$ cat src/rtl/video_arith_arb_if.sv
// Bundle between the arithmetic arbiter, its requesters and the shared
// multiplier/divider units.
interface video_arith_arb_if #(
    parameter int NREQ = 2
);
    logic [NREQ-1:0]    req;
    logic [NREQ-1:0]    req_op;
    logic [NREQ*24-1:0] req_a;
    logic [NREQ*12-1:0] req_b;
    logic [NREQ-1:0]    done;
    logic               err;
    logic [23:0]        res;
    logic               busy;

    logic               mul_start;
    logic               mul_run;
    logic [11:0]        mul_arg1;
    logic [11:0]        mul_arg2;
    logic [23:0]        mul_res;

    logic               div_start;
    logic               div_run;
    logic [23:0]        div_num;
    logic [11:0]        div_den;
    logic [23:0]        div_res;

    modport slave (
        input  req, req_op, req_a, req_b,
        input  mul_run, mul_res, div_run, div_res,
        output done, err, res, busy,
        output mul_start, mul_arg1, mul_arg2,
        output div_start, div_num, div_den
    );

    modport master (
        output req, req_op, req_a, req_b,
        output mul_run, mul_res, div_run, div_res,
        input  done, err, res, busy,
        input  mul_start, mul_arg1, mul_arg2,
        input  div_start, div_num, div_den
    );
endinterface

$ cat src/rtl/video_arith_arb.sv
// Round-robin sharing of one 12x12 multiplier and one 24/12 divider
// between NREQ video-path requesters, one operation in flight.
module video_arith_arb #(
    parameter int NREQ    = 2,
    parameter int TIMEOUT = 64
) (
    input logic              CLK_VIDEO,
    input logic              RESET,
    video_arith_arb_if.slave bus
);
    localparam int PW = (NREQ > 1) ? $clog2(NREQ) : 1;
    localparam int CW = $clog2(TIMEOUT + 1);

    typedef enum logic [2:0] {
        S_IDLE,
        S_ISSUE,
        S_WAIT1,
        S_WAIT,
        S_DONE
    } state_t;

    state_t          state_q, state_d;
    logic [PW-1:0]   ptr_q, ptr_d;
    logic [PW-1:0]   owner_q, owner_d;
    logic            op_q, op_d;
    logic [23:0]     res_q, res_d;
    logic            err_q, err_d;
    logic [CW-1:0]   cnt_q, cnt_d;
    logic [11:0]     arg1_q, arg1_d;
    logic [11:0]     arg2_q, arg2_d;
    logic [23:0]     num_q, num_d;
    logic [11:0]     den_q, den_d;

    logic            gnt_vld;
    logic [PW-1:0]   gnt_idx;
    logic [PW-1:0]   idx_v;
    logic [23:0]     gnt_a;
    logic [11:0]     gnt_b;
    logic            run_sel;

    // Scan downwards so the entry closest to the pointer is written last.
    always_comb begin
        gnt_vld = 1'b0;
        gnt_idx = '0;
        idx_v   = '0;
        for (int k = NREQ - 1; k >= 0; k--) begin
            idx_v = PW'((int'(ptr_q) + k) % NREQ);
            if (bus.req[idx_v]) begin
                gnt_vld = 1'b1;
                gnt_idx = idx_v;
            end
        end
    end

    assign gnt_a   = bus.req_a[24*gnt_idx +: 24];
    assign gnt_b   = bus.req_b[12*gnt_idx +: 12];
    assign run_sel = op_q ? bus.div_run : bus.mul_run;

    always_comb begin
        state_d = state_q;
        ptr_d   = ptr_q;
        owner_d = owner_q;
        op_d    = op_q;
        res_d   = res_q;
        err_d   = err_q;
        cnt_d   = cnt_q;
        arg1_d  = arg1_q;
        arg2_d  = arg2_q;
        num_d   = num_q;
        den_d   = den_q;
        unique case (state_q)
            S_IDLE: begin
                if (gnt_vld) begin
                    owner_d = gnt_idx;
                    op_d    = bus.req_op[gnt_idx];
                    if (bus.req_op[gnt_idx]) begin
                        num_d = gnt_a;
                        den_d = gnt_b;
                    end else begin
                        arg1_d = gnt_a[11:0];
                        arg2_d = gnt_b;
                    end
                    state_d = S_ISSUE;
                end
            end
            S_ISSUE: begin
                if (op_q && (den_q == 12'd0)) begin
                    res_d   = 24'hFFFFFF;
                    err_d   = 1'b1;
                    state_d = S_DONE;
                end else begin
                    state_d = S_WAIT1;
                end
            end
            S_WAIT1: begin
                cnt_d   = '0;
                state_d = S_WAIT;
            end
            S_WAIT: begin
                if (!run_sel) begin
                    res_d   = op_q ? bus.div_res : bus.mul_res;
                    err_d   = 1'b0;
                    state_d = S_DONE;
                end else if (cnt_q == CW'(TIMEOUT - 1)) begin
                    res_d   = 24'd0;
                    err_d   = 1'b1;
                    state_d = S_DONE;
                end else begin
                    cnt_d = cnt_q + 1'b1;
                end
            end
            S_DONE: begin
                ptr_d   = (owner_q == PW'(NREQ - 1)) ? '0 : owner_q + 1'b1;
                state_d = S_IDLE;
            end
            default: state_d = S_IDLE;
        endcase
    end

    always_ff @(posedge CLK_VIDEO or posedge RESET) begin
        if (RESET) begin
            state_q <= S_IDLE;
            ptr_q   <= '0;
            owner_q <= '0;
            op_q    <= 1'b0;
            res_q   <= '0;
            err_q   <= 1'b0;
            cnt_q   <= '0;
            arg1_q  <= '0;
            arg2_q  <= '0;
            num_q   <= '0;
            den_q   <= '0;
        end else begin
            state_q <= state_d;
            ptr_q   <= ptr_d;
            owner_q <= owner_d;
            op_q    <= op_d;
            res_q   <= res_d;
            err_q   <= err_d;
            cnt_q   <= cnt_d;
            arg1_q  <= arg1_d;
            arg2_q  <= arg2_d;
            num_q   <= num_d;
            den_q   <= den_d;
        end
    end

    assign bus.done      = (state_q == S_DONE) ? (NREQ'(1) << owner_q) : '0;
    assign bus.busy      = (state_q != S_IDLE);
    assign bus.res       = res_q;
    assign bus.err       = err_q;
    assign bus.mul_start = (state_q == S_ISSUE) && !op_q;
    assign bus.div_start = (state_q == S_ISSUE) && op_q && (den_q != 12'd0);
    assign bus.mul_arg1  = arg1_q;
    assign bus.mul_arg2  = arg2_q;
    assign bus.div_num   = num_q;
    assign bus.div_den   = den_q;
endmodule

$ cat src/flat_wrapper.sv
// flat-port wrapper written by rule: the top's interface ports become plain ports
module video_arith_arb_flat 
#(
    parameter int NREQ    = 2,
    parameter int TIMEOUT = 64
)
  (CLK_VIDEO, RESET, bus_req, bus_req_op, bus_req_a, bus_req_b, bus_mul_run, bus_mul_res, bus_div_run, bus_div_res, bus_done, bus_err, bus_res, bus_busy, bus_mul_start, bus_mul_arg1, bus_mul_arg2, bus_div_start, bus_div_num, bus_div_den);
  video_arith_arb_if #(.NREQ(NREQ)) bus_i ();
  input logic CLK_VIDEO;
  input logic RESET;
  input wire logic [$bits(bus_i.req)-1:0] bus_req;
  input wire logic [$bits(bus_i.req_op)-1:0] bus_req_op;
  input wire logic [$bits(bus_i.req_a)-1:0] bus_req_a;
  input wire logic [$bits(bus_i.req_b)-1:0] bus_req_b;
  input wire logic [$bits(bus_i.mul_run)-1:0] bus_mul_run;
  input wire logic [$bits(bus_i.mul_res)-1:0] bus_mul_res;
  input wire logic [$bits(bus_i.div_run)-1:0] bus_div_run;
  input wire logic [$bits(bus_i.div_res)-1:0] bus_div_res;
  output wire logic [$bits(bus_i.done)-1:0] bus_done;
  output wire logic [$bits(bus_i.err)-1:0] bus_err;
  output wire logic [$bits(bus_i.res)-1:0] bus_res;
  output wire logic [$bits(bus_i.busy)-1:0] bus_busy;
  output wire logic [$bits(bus_i.mul_start)-1:0] bus_mul_start;
  output wire logic [$bits(bus_i.mul_arg1)-1:0] bus_mul_arg1;
  output wire logic [$bits(bus_i.mul_arg2)-1:0] bus_mul_arg2;
  output wire logic [$bits(bus_i.div_start)-1:0] bus_div_start;
  output wire logic [$bits(bus_i.div_num)-1:0] bus_div_num;
  output wire logic [$bits(bus_i.div_den)-1:0] bus_div_den;
  assign bus_i.req = bus_req;
  assign bus_i.req_op = bus_req_op;
  assign bus_i.req_a = bus_req_a;
  assign bus_i.req_b = bus_req_b;
  assign bus_i.mul_run = bus_mul_run;
  assign bus_i.mul_res = bus_mul_res;
  assign bus_i.div_run = bus_div_run;
  assign bus_i.div_res = bus_div_res;
  assign bus_done = bus_i.done;
  assign bus_err = bus_i.err;
  assign bus_res = bus_i.res;
  assign bus_busy = bus_i.busy;
  assign bus_mul_start = bus_i.mul_start;
  assign bus_mul_arg1 = bus_i.mul_arg1;
  assign bus_mul_arg2 = bus_i.mul_arg2;
  assign bus_div_start = bus_i.div_start;
  assign bus_div_num = bus_i.div_num;
  assign bus_div_den = bus_i.div_den;
  video_arith_arb #(.NREQ(NREQ), .TIMEOUT(TIMEOUT)) u_core (.CLK_VIDEO(CLK_VIDEO), .RESET(RESET), .bus(bus_i));
endmodule
$ cat config.mk
export PLATFORM = sky130hd
export DESIGN_NAME = video_arith_arb_flat
export DESIGN_NICKNAME = d
export VERILOG_FILES = /design/src/rtl/video_arith_arb_if.sv /design/src/rtl/video_arith_arb.sv /design/src/flat_wrapper.sv
export SDC_FILE = /design/constraint.sdc
export NUM_CORES = 1
export LEC_CHECK = 0
export ABC_AREA = 1
export BUFFER_PORTS_ARGS = -buffer_cell sky130_fd_sc_hd__buf_4
export CAP_MARGIN = 20
export CORE_ASPECT_RATIO = 1.75
export CORE_MARGIN = 4
export CORE_UTILIZATION = 45
export CTS_CLUSTER_SIZE = 30
export DETAILED_ROUTE_END_ITERATION = 10
export PLACE_DENSITY = 0.76
export SLEW_MARGIN = 20
export SYNTH_ARGS = -nofsm -noshare
export SYNTH_HDL_FRONTEND = slang
export SYNTH_SLANG_ARGS = --single-unit
$ cat constraint.sdc
create_clock -name CLK_VIDEO -period 7.9 [get_ports CLK_VIDEO]
set_input_delay 0.395 -clock CLK_VIDEO [delete_from_list [all_inputs] [get_ports CLK_VIDEO]]
set_output_delay 0.395 -clock CLK_VIDEO [all_outputs]
set_load 0.02 [all_outputs]
# Word level (Yosys, flattened, before mapping)
# Cells that the tools add are included.
[totals]
ff_bits = 98
input_bits = 128
output_inout_bits = 90
elab_cells = 80
[classes]
addsub = 3
mul = 2
order_cmp = 3
n_eq_ne = 10
shift = 3
muxes = 30
bitwise = 1
reduce_logical = 17
[op_table]
columns = ["op", "count"]
rows = [
  ["$mux W24", 4],
  ["$pmux W24 S2", 1],
  ["$shiftx A48 B7 Y24", 1],
  ["$shiftx A24 B6 Y12", 1],
  ["$mux W1", 15],
  ["$mux W7", 2],
  ["$pmux W7 S2", 1],
  ["$logic_not A12 Y1", 1],
  ["$mux W3", 4],
  ["$pmux W3 S4", 1],
  ["$reduce_and A3 Y1", 4],
  ["$reduce_bool A12 Y1", 1],
  ["$add A7 B1 Y7 const B", 1],
  ["$eq A7 B6 Y1 const B", 1],
  ["$eq A3 B2 Y1 const B", 2],
  ["$lt A1 B2 Y1 const B", 3],
  ["$mul A2 B1 Y3 const A", 2],
  ["$ne A2 B1 Y1 const B", 3],
  ["$logic_and A1 B1 Y1", 4],
  ["$reduce_and A2 Y1", 2],
  ["$reduce_bool A2 Y1", 2],
  ["$eq A3 B1 Y1 const B", 1],
  ["$eq A3 B3 Y1 const B", 1],
  ["$logic_not A3 Y1", 1],
  ["9 further kinds", 10],
]

# Longest topological paths before layout
# Gate-level depths: netlist (run 1).
[logic_depth]
word_depth = 9
depth_mapped = 10

# Worst setup path before layout (run 1)
# Ideal clock, no wire load.
[synth_timing]
path_kind = "register -> output"
start = "register u_core.state_q[2]"
end = "output bus_div_start"
t_arrival_ns = 1.220
t_required_ns = 7.505
setup_slack_ns = 6.285
path_stages_with_launch = 6
cell_sequence = "dfrtp_1 > nor2_8 > inv_2 > nor2_1 > nand2_1 > a21oi_1"
[synth_via]
elab_chain_len = 3
[synth_rtl]
columns = ["element", "line", "text"]
rows = [
  ["start: declaration", "video_arith_arb.sv:22", "state_t state_q, state_d;"],
  ["start signal: assignment", "video_arith_arb.sv:134", "state_q <= state_d;"],
  ["$eq A3 B1 Y1", "video_arith_arb.sv:153", "assign bus.div_start = (state_q == S_ISSUE) && op_q && (den_q != 12'd0);"],
  ["$logic_and A1 B1 Y1 (2 in series)", "video_arith_arb.sv:153", ""],
  ["end: declaration", "flat_wrapper.sv:26", "output wire logic [$bits(bus_i.div_start)-1:0] bus_div_start;"],
]
# Every way passes these cells.

# Worst setup path in the final report (run 1)
[layout_timing]
start = "register u_core.op_q"
end = "register u_core.res_q[17], in the netlist u_core.bus.res[17]"
[layout_via]
elab_chain_len = 3
[layout_rtl]
columns = ["element", "line", "text"]
rows = [
  ["start: declaration", "video_arith_arb.sv:25", "logic op_q, op_d;"],
  ["start signal: assignment", "video_arith_arb.sv:137", "op_q <= op_d;"],
  ["$mux W1 (tied with other cells)", "video_arith_arb.sv:57", "assign run_sel = op_q ? bus.div_run : bus.mul_run;"],
  ["$ne A3 B3 Y1 (no source line) (tied with other cells)", "n/a", ""],
  ["$reduce_and A3 Y1 (no source line) / $pmux W24 S2 (equally long branches)", "n/a", ""],
  ["end signal: assignment", "video_arith_arb.sv:138", "res_q <= res_d;"],
  ["end: declaration", "video_arith_arb.sv:26", "logic [23:0] res_q, res_d;"],
]
# Several ways; a longest one is shown, not always the timed one.
# A chain may end at the register's enable or synchronous reset.

==> results of run 1 <==
[cells by family (layout without fill, tap and decap cells)]
| logic type | count (synthesis) | in the layout |
|---|---|---|
| AOI/OAI and AO/OA | 56 | 56 |
| and+or+nand+nor | 479 | 479 |
| buffers and inverters | 64 | 260 |
| DFF | 98 | 98 |
| adders and majority gates | 1 | 1 |
[synth_stat cells]
master / number / area [sq um]
inv_2: 9 / 33.78
nand3_1: 11 / 55.05
o211ai_1: 12 / 90.09
nand3_4: 1 / 17.52
ha_1: 1 / 12.51
nand3b_1: 1 / 7.510
a21oi_1: 3 / 15.01
inv_1: 16 / 60.06
o21ai_0: 32 / 160.2
buf_2: 20 / 100.1
clkbuf_1: 14 / 52.55
nor3_1: 1 / 5.000
or2_2: 13 / 81.33
buf_4: 4 / 30.03
nor2_8: 1 / 20.02
o21ai_1: 7 / 35.03
nor2_1: 12 / 45.04
dfrtp_1: 98 / 2452
buf_1: 1 / 3.750
nand4_1: 26 / 162.7
o21ai_2: 2 / 17.52
nand2_2: 4 / 25.02
nor2_4: 4 / 45.04
nor2_2: 1 / 6.260
nand2_4: 1 / 11.26
nand2_1: 403 / 1513
[final cells by class]
type	count	area (sq um)	share of cell area
Timing Repair Buffer	219	1644	0.2359
Sequential cell	98	2452	0.3519
Inverter	25	96.34	0.01383
Tap cell	132	165.2	0.02370
Multi-Input combinational cell	536	2328	0.3342
Clock buffer	10	239.0	0.03430
Clock inverter	6	42.54	0.006105
[flip-flops by register name, summed over array words and instances, names as in the netlist]
signal	flops
u_core.bus.mul_arg1	12
u_core.op_q	1
u_core.cnt_q	7
u_core.bus.err	1
u_core.owner_q	1
u_core.bus.mul_arg2	12
u_core.bus.div_den	12
u_core.state_q	3
u_core.bus.div_num	24
u_core.bus.res	24
u_core.ptr_q	1
[power breakdown]
| part | switching [mW] | internal (mW) |
|---|---|---|
| logic | 0.902 | 0.529 |
| registers | 0.171 | 0.730 |
| clock network | 0.190 | 0.222 |
| total | 1.26 | 1.48 |
[per-stage QoR]
| step | area (sq um) | setup slack (ns) | util |
|---|---|---|---|
| after floorplan | 5057 | 4.943 | - |
| after global placement | 6686 | 5.181 | 0.6057 |
| after detailed placement | 6686 | 5.107 | 0.6057 |
| after CTS | 6968 | 5.097 | 0.6312 |
| after global routing | 6968 | 4.857 | 0.6312 |
| final | 6968 | 5.093 | 0.6312 |
[per-layer routing]
layer  vias up  GRT usage  share of wire
li1       2562          -              -
met1      2428     0.2698           0.36
met3        33    0.07373          0.095
met5         -          0              0
met4         0    0.08775          0.029
met2       220     0.4105           0.52
[worst max-delay path, cell delays in order (launching register included)]
cell and delay [ns]:
dfrtp_1 0.77, o21ai_2 1.00, nor2_4 0.06, nand2_4 0.31, nand3_4 0.32, nand2_1 0.17
nand2_1 0.06
[final timing paths]
check,from,endpoint,slack (ns)
worst max-delay path,u_core.op_q,u_core.bus.res[17],5.09
worst min-delay path,RESET,u_core.bus.mul_arg2[3],0.02
worst max register to register,u_core.op_q,u_core.bus.res[17],5.09
worst min register to register,u_core.bus.res[13],u_core.bus.res[13],0.48
max in group asynchronous,RESET,u_core.bus.div_num[12],6.68
min in group CLK_VIDEO,bus_req_a[21],u_core.bus.div_num[21],0.30
==> results.cfg, run 1 <==
[status]
status = completed

[final_layout]
stdcell_count = 1026
n_antenna_cell = 0
layout.nets = 1018
syn_to_final_growth_pct = 37.78
final_common_cell = nand2_1
fill_cells = 979
layout_common_cells = nand2_1, buf_4, dfrtp_1
drive_gt1_frac = 0.3054

[floorplan]
die_h_um = 148.2
ios = 218
dieArea_sq_mm = 0.01307
initial_core_util = 0.4581
rows = 51
core_sq_mm = 0.01104
die_x_um = 88.14

[clock_network]
ctsHoldBuffers = 0
path_clk_slew_ns = 0.07
cts.sinks = 98
cts-root-buf = clkbuf_16
cts_tree = built
postCtsResizedCells = 0
postCtsSetupBuffers = 0
cts_buffers = 9
cts_htree_levels = 3
clockBufferDepth = 2
worst_skew_pair.late_latency_ns = 0.34

[global_routing]
grt_pass1_vias = 5193
antenna_found_initial = 0
grt_pass1_wl_um = 24540
overflow = 0
gr-usage-all-layers = 0.2371
grt_max_degree = 73

[sta]
finClkSkew_ns = 0.008246
finalSetupTns_ns = 0
worst-slew-pin-transition_ns = 1.037
grt_setup_unrepaired = false
setup_viol = 0
hold_viol = 0
relSlewSlack = 0.3083
holdWs_ns = 0.02260
min_period_ns = 2.807
slew_viol_final = 0
fmax_mhz = 356.3
period_share = 0.3553

[synthesis]
synth_warnings = 0
synth_area_per_cell_sq_um = 7.245
synth_top_family_by_area = simple AND/OR/NAND/NOR gates
synth-xor-area-share = 0
syn-cell-area_sq_mm = 0.005057
synthCells = 698
yosysUniqueCellTypes = 26
yosysSeqAreaShare = 0.4849
ys_ff_latch = 98
synth_simple_gate_area_frac = 0.3944
synthAdderAreaFrac = 0.002474
synth_mux_area_frac = 0
synth_compound_area_frac = 0.06284
syn-num-nets = 827

[routing]
vias = 5243
drt_wl_total_um = 15350
wl_per_cell_um = 14.96
vias_per_cell = 5.110
drt-pass1-iter-count = 5
first_iter_violations = 195
drc = 0
antenna_left = 0

[pwr]
power_mw = 2.743
leakage_nw = 3.859
ir_worst_vdd_v = 0.0002069
power_density_mw_per_mm2 = 393.7

[critical_path]
cp.arrival_ns = 3.04
ff2ff_path_depth = 6
crit_path_end_kind = flop
setup.worst_path.start_class = flop
path_class = reg -> reg
crit_required_ns = 8.13
worstPathMaxFanout = 30

[run]
cap_violations = 0

[placed_design]
place.gp.congestion = 0.8589
numPortBuffers = 217
place_inst = 1010
hpwlAfterDp_um = 11530

[worst_hold_path]
hp-class = in -> async
No activity file was read; power rests on OpenSTA's default activity.
==> inputs of run 2 (changes only) <==
==> constraint.sdc (replaced) <==
create_clock -name CLK_VIDEO -period 2.8 [get_ports CLK_VIDEO]
set_input_delay 0.14 -clock CLK_VIDEO [delete_from_list [all_inputs] [get_ports CLK_VIDEO]]
set_output_delay 0.14 -clock CLK_VIDEO [all_outputs]
set_load 0.02 [all_outputs]
==> run 2 against run 1 <==
Effect of this change:
- worst setup slack worse by 4.4 ns
- sequential share of layout area down 0.42 points
- design area increased by 1.2%
- die area did not move
- non-clock buffer count increased by 6
- via count fell by 1.8%
- critical path depth up 2
- register-to-register slack got worse by 4.4 ns
- sequential power rose to 2.8 times the previous value
- first-iteration DRC count up 7.7%
- utilization rose by 0.77 points
- combinational power grew to 2.9 times the previous value
==> results.cfg, run 2 (synthesis gave the netlist of run 1 again) <==
[floorplan]
initial_core_util = 0.4581
core_sq_mm = 0.01104
dieArea_sq_mm = 0.01307
die_x_um = 88.14
rows = 51
die_h_um = 148.2
ios = 218

[worst_hold_path]
holdPathStages = 3
hp-class = in -> reg

[routing]
vias = 5150
drt_wl_total_um = 15530
wl_per_cell_um = 15.04
drt-pass1-iter-count = 4
vias_per_cell = 4.990
drc = 0
first_iter_violations = 210
antenna_left = 0

[clock_network]
path_clk_slew_ns = 0.07
ctsHoldBuffers = 1
cts_tree = built
postCtsResizedCells = 0
cts.sinks = 98
cts-root-buf = clkbuf_16
clockBufferDepth = 2
worst_skew_pair.late_latency_ns = 0.34
postCtsSetupBuffers = 0
cts_htree_levels = 3
cts_buffers = 9

[final_layout]
fill_cells = 980
n_antenna_cell = 0
layout_common_cells = nand2_1, buf_4, dfrtp_1
stdcell_count = 1032
final_area_sq_mm = 0.007053
syn_to_final_growth_pct = 39.46
final_common_cell = nand2_1
layout.nets = 1024
drive_gt1_frac = 0.3089

[pwr]
leakage_nw = 3.906
combPwrFrac = 0.523
switching_share = 0.4555
p_switching_mw = 3.584
ir_worst_vdd_v = 0.0006343
power_density_mw_per_mm2 = 1116
power_mw = 7.869
clkPwrFrac = 0.160
p_seq_frac = 0.316
intPower_mw = 4.285

[critical_path]
crit_chain = nor2_2 -> nand2_2 -> nor2_4 -> inv_2 -> nor2_4 -> buf_4 -> inv_2 -> o21ai_1
cp_slowest_cell = dfrtp_1
path_delay_family = buffers and inverters
worstPathMaxFanout = 33
ff2ff_path_depth = 8
crit_cells = 8
setup.worst_path.start_class = flop
path_class = reg -> reg
crit_required_ns = 2.99
cp.arrival_ns = 2.31
timing.critical_path.buf_inv = 3
cpPeakStageDelay_ns = 0.48
crit_path_end_kind = flop

[sta]
finalSetupTns_ns = 0
holdWs_ns = 0.05331
min_period_ns = 2.117
fmax_mhz = 472.4
grt_setup_unrepaired = false
finClkSkew_ns = 0.01034
relSlewSlack = 0.5908
slew_viol_final = 0
setup_viol = 0
hold_viol = 0
worst-slew-pin-transition_ns = 0.6129
period_share = 0.7560

[run]
cap_violations = 0

[placed_design]
place.gp.congestion = 0.8006
place_inst = 1015
placed_cell_area_sq_mm = 0.006736
numPortBuffers = 217
hpwlAfterDp_um = 11820

[status]
status = completed

[global_routing]
overflow = 0
grt_pass1_wl_um = 24890
grt_max_degree = 68
grt_pass1_vias = 5305
antenna_found_initial = 0
gr-usage-all-layers = 0.2395
==> run 2: cell count changes in the layout (fill, tap and decap cells not counted) <==
cell	delta
inv_6	+4
clkbuf_8	-1
clkinv_4	-1
clkinv_2	-2
buf_4	+4
bufinv_16	+1
dlygate4sd3_1	+1
buf_12	+1
clkinvlp_4	-1
==> run 2: final cells by class <==
type                       count  area, sq um  area share
clock buffer                   9        225.2     0.03193
clock inverter                 7        81.33     0.01153
inverter                      25        96.34     0.01366
multi-input combinational    536         2328      0.3301
sequential                    98         2452      0.3477
tap                          132        165.2     0.02342
timing repair buffer         225         1704      0.2416
==> run 2: final timing paths <==
path                                     from                      to  slack [ns]
setup / recovery            u_core.state_q[2]             u_core.op_q        0.68
hold / removal                  bus_req_a[22]  u_core.bus.div_num[22]        0.05
setup reg to reg            u_core.state_q[2]             u_core.op_q        0.68
hold reg to reg            u_core.bus.res[17]      u_core.bus.res[17]        0.48
max in group asynchronous               RESET         u_core.cnt_q[1]        1.73
min in group asynchronous               RESET   u_core.bus.div_den[1]        0.37
==> run 2: power by group through the flow <==
stage               clock network [mW]  registers, mW  logic [mW]
finish                            1.26           2.49        4.12
global route                      1.34           2.56        4.57
CTS                               1.29           2.49        4.17
detailed placement                   0           2.50        4.16
global placement                     0           2.48        4.05
floorplan                            0           3.12        1.90
==> run 2: per-layer routing <==
| layer | vias up | part of all wire | global-route usage |
|---|---|---|---|
| met2 | 198 | 0.53 | 0.4418 |
| met4 | 0 | 0.018 | 0.07337 |
| li1 | 2573 | - | - |
| met3 | 23 | 0.095 | 0.07428 |
| met5 | - | 0 | 0 |
| met1 | 2356 | 0.35 | 0.2538 |
==> run 2: per-stage QoR <==
stage | setup WS (ns) | util
global route | 0.4570 | 0.6389
global placement | 0.7557 | 0.6102
detailed placement | 0.6706 | 0.6102
CTS | 0.6622 | 0.6389
finish | 0.6831 | 0.6389
floorplan | 0.09793 | -
==> run 2: worst register-to-register path, cell delays in order (launching register included) <==
cell,delay [ns]
dfrtp_1,0.48
nor2_2,0.09
nand2_2,0.12
nor2_4,0.05
inv_2,0.34
nor2_4,0.08
buf_4,0.22
inv_2,0.45
o21ai_1,0.15
